$ cat src/rtl/fns_pkg.sv
// rtl/fns_pkg.sv - shared constants and helpers for the FNS repair allocator
package fns_pkg;

    localparam logic [1:0] S_IDLE = 2'd0;
    localparam logic [1:0] S_SCAN = 2'd1;
    localparam logic [1:0] S_DONE = 2'd2;

    typedef enum logic [1:0] {
        ST_IDLE = S_IDLE,
        ST_SCAN = S_SCAN,
        ST_DONE = S_DONE
    } state_t;

    // F(1) = F(2) = 1
    function automatic int fib(input int n);
        int a;
        int b;
        int t;
        a = 0;
        b = 1;
        for (int k = 1; k < n; k++) begin
            t = a + b;
            a = b;
            b = t;
        end
        return b;
    endfunction

    function automatic int clog2(input int n);
        int r;
        r = 0;
        for (int v = n - 1; v > 0; v = v >> 1) begin
            r++;
        end
        return r;
    endfunction

endpackage

$ cat src/rtl/fns_repair_scanner_if.sv
// rtl/fns_repair_scanner_if.sv - scan request and result bundle of the repair allocator
interface fns_repair_scanner_if
    import fns_pkg::*;
#(
    parameter int N_TSV  = 9,
    parameter int N_DATA = 5,
    parameter int WGT_W  = 4
);
    localparam int CW = clog2(N_DATA + 1);

    logic                     start;
    logic [N_TSV-1:0]         f_flag;
    logic                     busy;
    logic                     done;
    logic                     ok;
    logic [N_TSV-1:0]         en_flag;
    logic [N_TSV*WGT_W-1:0]   weights;
    logic [CW-1:0]            n_en;

    modport master (
        output start, f_flag,
        input  busy, done, ok, en_flag, weights, n_en
    );

    modport slave (
        input  start, f_flag,
        output busy, done, ok, en_flag, weights, n_en
    );

endinterface

$ cat src/rtl/fns_step.sv
// rtl/fns_step.sv - combinational single-TSV Fibonacci allocation step
module fns_step #(
    parameter int WGT_W = 4
) (
    input  logic [WGT_W-1:0] p,
    input  logic [WGT_W-1:0] q,
    input  logic             fault,
    input  logic             saturated,
    output logic             en,
    output logic [WGT_W-1:0] weight,
    output logic [WGT_W-1:0] p_next,
    output logic [WGT_W-1:0] q_next
);
    logic [WGT_W-1:0] sum;

    // sum may wrap when saturated, but it is only used when enabled
    assign sum    = p + q;
    assign en     = !fault && !saturated;
    assign weight = en ? sum : '0;
    assign p_next = en ? q : p;
    assign q_next = en ? sum : q;

endmodule

$ cat src/rtl/fns_repair_scanner.sv
// rtl/fns_repair_scanner.sv - sequential one-TSV-per-cycle FNS repair allocator
module fns_repair_scanner
    import fns_pkg::*;
#(
    parameter int N_TSV  = 9,
    parameter int N_DATA = 5,
    parameter int WGT_W  = 4
) (
    input  logic                 clk,
    input  logic                 rst,
    fns_repair_scanner_if.slave  bus
);
    localparam int IW = clog2(N_TSV);
    localparam int CW = clog2(N_DATA + 1);
    localparam logic [IW-1:0] I_LAST = IW'(N_TSV - 1);

    if (fib(N_DATA + 1) >= (2 ** WGT_W)) begin : g_wgt_check
        $error("WGT_W too narrow for F(N_DATA+1)");
    end
    if (N_DATA < 1 || N_DATA > N_TSV || N_TSV < 2) begin : g_cnt_check
        $error("illegal N_TSV/N_DATA combination");
    end

    state_t                 state_q, state_d;
    logic [N_TSV-1:0]       f_q, f_d;
    logic [N_TSV-1:0]       en_flag_q, en_flag_d;
    logic [N_TSV*WGT_W-1:0] weights_q, weights_d;
    logic [CW-1:0]          n_en_q, n_en_d;
    logic                   ok_q, ok_d;
    logic [IW-1:0]          i_q, i_d;
    logic [WGT_W-1:0]       p_q, p_d, q_q, q_d;

    logic                   st_en;
    logic [WGT_W-1:0]       st_weight, st_p, st_q;

    fns_step #(.WGT_W(WGT_W)) u_step (
        .p         (p_q),
        .q         (q_q),
        .fault     (f_q[i_q]),
        .saturated (n_en_q == CW'(N_DATA)),
        .en        (st_en),
        .weight    (st_weight),
        .p_next    (st_p),
        .q_next    (st_q)
    );

    always_comb begin
        state_d   = state_q;
        f_d       = f_q;
        en_flag_d = en_flag_q;
        weights_d = weights_q;
        n_en_d    = n_en_q;
        ok_d      = ok_q;
        i_d       = i_q;
        p_d       = p_q;
        q_d       = q_q;

        case (state_q)
            ST_SCAN: begin
                en_flag_d[i_q]                       = st_en;
                weights_d[int'(i_q)*WGT_W +: WGT_W]  = st_weight;
                p_d = st_p;
                q_d = st_q;
                if (st_en) begin
                    n_en_d = n_en_q + CW'(1);
                end
                if (i_q == I_LAST) begin
                    state_d = ST_DONE;
                    ok_d    = (n_en_d == CW'(N_DATA));
                end else begin
                    i_d = i_q + IW'(1);
                end
            end
            ST_DONE: state_d = ST_IDLE;
            default: state_d = ST_IDLE;
        endcase

        // DONE also accepts so a held start restarts with no idle gap
        if (bus.start && (state_q == ST_IDLE || state_q == ST_DONE)) begin
            state_d   = ST_SCAN;
            f_d       = bus.f_flag;
            en_flag_d = '0;
            weights_d = '0;
            n_en_d    = '0;
            ok_d      = 1'b0;
            i_d       = '0;
            p_d       = '0;
            q_d       = WGT_W'(1);
        end
    end

    always_ff @(posedge clk) begin
        if (rst) begin
            state_q   <= ST_IDLE;
            f_q       <= '0;
            en_flag_q <= '0;
            weights_q <= '0;
            n_en_q    <= '0;
            ok_q      <= 1'b0;
            i_q       <= '0;
            p_q       <= '0;
            q_q       <= WGT_W'(1);
        end else begin
            state_q   <= state_d;
            f_q       <= f_d;
            en_flag_q <= en_flag_d;
            weights_q <= weights_d;
            n_en_q    <= n_en_d;
            ok_q      <= ok_d;
            i_q       <= i_d;
            p_q       <= p_d;
            q_q       <= q_d;
        end
    end

    assign bus.busy    = (state_q == ST_SCAN);
    assign bus.done    = (state_q == ST_DONE);
    assign bus.ok      = ok_q;
    assign bus.en_flag = en_flag_q;
    assign bus.weights = weights_q;
    assign bus.n_en    = n_en_q;

endmodule

$ cat src/flat_wrapper.sv
// flat-port wrapper written by rule: the top's interface ports become plain ports
module fns_repair_scanner_flat import fns_pkg::*;
#(
    parameter int N_TSV  = 9,
    parameter int N_DATA = 5,
    parameter int WGT_W  = 4
)
  (clk, rst, bus_start, bus_f_flag, bus_busy, bus_done, bus_ok, bus_en_flag, bus_weights, bus_n_en);
  fns_repair_scanner_if #(.N_TSV(N_TSV), .N_DATA(N_DATA), .WGT_W(WGT_W)) bus_i ();
  input  logic clk;
  input  logic rst;
  input wire logic [$bits(bus_i.start)-1:0] bus_start;
  input wire logic [$bits(bus_i.f_flag)-1:0] bus_f_flag;
  output wire logic [$bits(bus_i.busy)-1:0] bus_busy;
  output wire logic [$bits(bus_i.done)-1:0] bus_done;
  output wire logic [$bits(bus_i.ok)-1:0] bus_ok;
  output wire logic [$bits(bus_i.en_flag)-1:0] bus_en_flag;
  output wire logic [$bits(bus_i.weights)-1:0] bus_weights;
  output wire logic [$bits(bus_i.n_en)-1:0] bus_n_en;
  assign bus_i.start = bus_start;
  assign bus_i.f_flag = bus_f_flag;
  assign bus_busy = bus_i.busy;
  assign bus_done = bus_i.done;
  assign bus_ok = bus_i.ok;
  assign bus_en_flag = bus_i.en_flag;
  assign bus_weights = bus_i.weights;
  assign bus_n_en = bus_i.n_en;
  fns_repair_scanner #(.N_TSV(N_TSV), .N_DATA(N_DATA), .WGT_W(WGT_W)) u_core (.clk(clk), .rst(rst), .bus(bus_i));
endmodule
$ cat config.mk
export PLATFORM = sky130hd
export DESIGN_NAME = fns_repair_scanner_flat
export DESIGN_NICKNAME = d
export VERILOG_FILES = /design/src/rtl/fns_pkg.sv /design/src/rtl/fns_repair_scanner_if.sv /design/src/rtl/fns_step.sv /design/src/rtl/fns_repair_scanner.sv /design/src/flat_wrapper.sv
export SDC_FILE = /design/constraint.sdc
export NUM_CORES = 1
export LEC_CHECK = 0
export CORE_UTILIZATION = 55
export DETAILED_ROUTE_END_ITERATION = 8
export PLACE_DENSITY = 0.86
export SLEW_MARGIN = 20
export SYNTH_ARGS = -nofsm -noshare
export SYNTH_HDL_FRONTEND = slang
export SYNTH_SLANG_ARGS = --single-unit
$ cat constraint.sdc
create_clock -name clk -period 3.9 [get_ports clk]
set_input_delay 1.17 -clock clk [delete_from_list [all_inputs] [get_ports clk]]
set_output_delay 1.17 -clock clk [all_outputs]
set_load 0.005 [all_outputs]
==> flow_summary.toml <==
[outcome]
outcome = "finished, final reports clean"

[power_and_ir_drop]
powerDensity_mw_per_mm2 = 365.1
max-vdd-ir-drop_v = 0.0002390
p_leak_nw = 1.471

[yosys]
netlist_top_cells_area = "dfxtp_1 (45%), a32o_1 (5.0%), nand3_1 (4.7%)"
yosysUniqueCellTypes = 49
yosysWarnings = 0
syn-num-nets = 361
synth_edf_count = 0
synthesis.area_mm2 = 0.003201
syn_inst = 338
ys_seq_elements = 72
synth_top_area_share_pct = 45.04
seq_area_frac_synth_pct = 45.04
avgSynthCellArea_um2 = 9.469
ys.flop_type = "dfxtp_1"
yosysTopAreaCell = "dfxtp_1"
yosysMostFrequentCell = "dfxtp_1"
synthTopCellsByCount = "dfxtp_1 (72), nand2_1 (39), nand3_1 (30)"
ys_async_sr_fraction_pct = 0

[sta]
skew_ns = 0.009128
min_period_over_period_pct = 75.92
hold_viol = 0
totalNegativeSetupSlack_ns = 0
rsz0062_at_grt = "false"
min_period_ns = 2.961
relSlewSlack_pct = 51.45
worst_pin_slew_ns = 0.7255
setup_viol = 0
holdWs_ns = 0.4570
fmax_ghz = 0.3377
drv_slew = 0

[setup_path]
rrSetupSlack_ns = 1.07
setup.worst_path.start = "u_core.state_q[1]"
rr_startpoint = "u_core.i_q[2]"
cp_max_fo = 9
critPathLaunchType = "flip-flop"
r2r_cells = 6
path_class = "flip-flop to output pin"
cp-endpoint = "bus_busy"
worstPathArrival_ns = 1.79
worstPathRequired_ns = 2.73
timing.rr.end = "u_core.bus.weights[31]"
end_kind = "output pin"

[placement]
routabilityCongestion = 0.8147
dp_hpwl_mm = 5.101
io_buffers = 62

[floorplan]
dieArea_mm2 = 0.006129
num_io_pins = 63
die_w_um = 78.29
initial_core_util_pct = 57.42
die-height_um = 78.29
coreArea_mm2 = 0.005574
num_rows = 27

[drt]
routedWlPerCell_um = 15.32
vias = 2765
finalWirelength_mm = 7.217
firstDrtPassIters = 4
drt_iter0_markers = 159
route.detailed.drc = 0
ant_nets = 0
vias_per_cell = 5.870

[grt]
overflow = 0
gr-usage-met2_pct = 41.40
gr-usage-met3_pct = 6.163
track_usage_pct = 25.21
grt_max_degree = 42
grt_pass1_wl_mm = 12.16
antenna_found_initial = 0
grt_busiest_layer = "met2"
grt_pass1_vias = 2603
grt.met1_usage_pct = 32.18

[clock_network]
cts_tree = "built"
ctsRootBufferMaster = "clkbuf_8"
hold_buffers = 0
h-tree-depth = 3
cts_setup_buffers = 0
cts_buffers = 9
clk_latency_ns = 0.35
clkTransAtPathRegs_ns = 0.07
clockBufferDepth = 2
cts_sinks = 72
cts_resized = 0

[layout]
nets = 417
syn_to_final_growth_pct = 26.90
num_antenna_cells = 0
postLayoutCoreUtil_pct = 72.86
drive_gt1_share_pct = 8.020

[min_path]
hold_path_class = "flip-flop to flip-flop"

[flow_run]
drv_cap = 0
-- how the worst min path moves through the flow --
stage                              from             to  slack (ns)  depth (start not counted)
final                     u_core.f_q[7]  u_core.f_q[7]        0.46                          2
after global routing      u_core.f_q[5]  u_core.f_q[5]        0.48                          2
after CTS                 u_core.f_q[7]  u_core.f_q[7]        0.46                          2
after detailed placement  u_core.f_q[7]  u_core.f_q[7]        0.45                          2
after global placement    u_core.f_q[8]  u_core.f_q[8]        0.44                          2
after floorplan           u_core.f_q[8]  u_core.f_q[8]        0.43                          2
-- registers in the layout (all words and copies together), names as in the netlist --
| signal | count |
|---|---|
| u_core.bus.n_en | 3 |
| u_core.bus.en_flag | 9 |
| u_core.q_q | 4 |
| u_core.state_q | 2 |
| u_core.bus.weights | 36 |
| u_core.f_q | 9 |
| u_core.p_q | 4 |
| u_core.i_q | 4 |
| u_core.bus.ok | 1 |
-- area by class of cell --
cell class | instances | area (um^2)
sequential | 72 | 1441
multi-input combinational | 239 | 1648
timing repair buffer | 66 | 663.1
fill | 414 | 1513
clock inverter | 6 | 58.81
clock buffer | 10 | 137.6
inverter | 6 | 22.52
tap | 72 | 90.09
-- per-stage QoR --
step | area [um^2] | setup slack [ns] | total power [mW] | instances
3_5_place_dp | 3857 | 0.7178 | 0.9131 | 455
5_1_grt | 4061 | 0.8661 | 1.543 | 471
6_report | 4061 | 0.9391 | 1.483 | 471
3_3_place_gp | 3857 | 0.8012 | 0.9094 | 455
2_1_floorplan | 3201 | 1.329 | 0.8709 | 338
4_1_cts | 4054 | 0.9494 | 1.486 | 471
-- report_power, final --
group / switching [mW] / internal (mW)
sequential: 0.0115 / 0.746
combinational: 0.0868 / 0.0549
clock: 0.275 / 0.309
-- worst max-delay path, cell delays in order, from the launching register on --
cell             delay, ns
dfxtp_1               0.46
nand2b_1              0.20
clkinv_1              0.26
clkdlybuf4s50_1       0.53
-- layout by cell type (no fill, tap or decap), types with 10 or more instances in the layout --
cell and n:
dfxtp_1 72, clkdlybuf4s50_1 62, nand2_1 39, nand3_1 30, o31ai_1 17, a32o_1 16, a21oi_1 14, mux2i_1 13
o211ai_1 11, nor2_1 10, o41ai_1 10, ha_1 10, clkbuf_8 10
-- routing by layer --
metal  up-vias  wire (um)
li1       1378          -
met1      1303       3190
met2        74       3526
met3        10        405
met4         0         93
met5         -          0
-- cells by family after synthesis --
family	synth area share, %
AND/OR/NAND/NOR	19.43
multiplexers	5.121
buffers and inverters	3.792
flip-flops	45.04
AO/OA/AOI/OAI	20.45
adder cells (fa/ha/maj)	4.535
XOR/XNOR	1.642
Power figures use the tool's default switching activity.
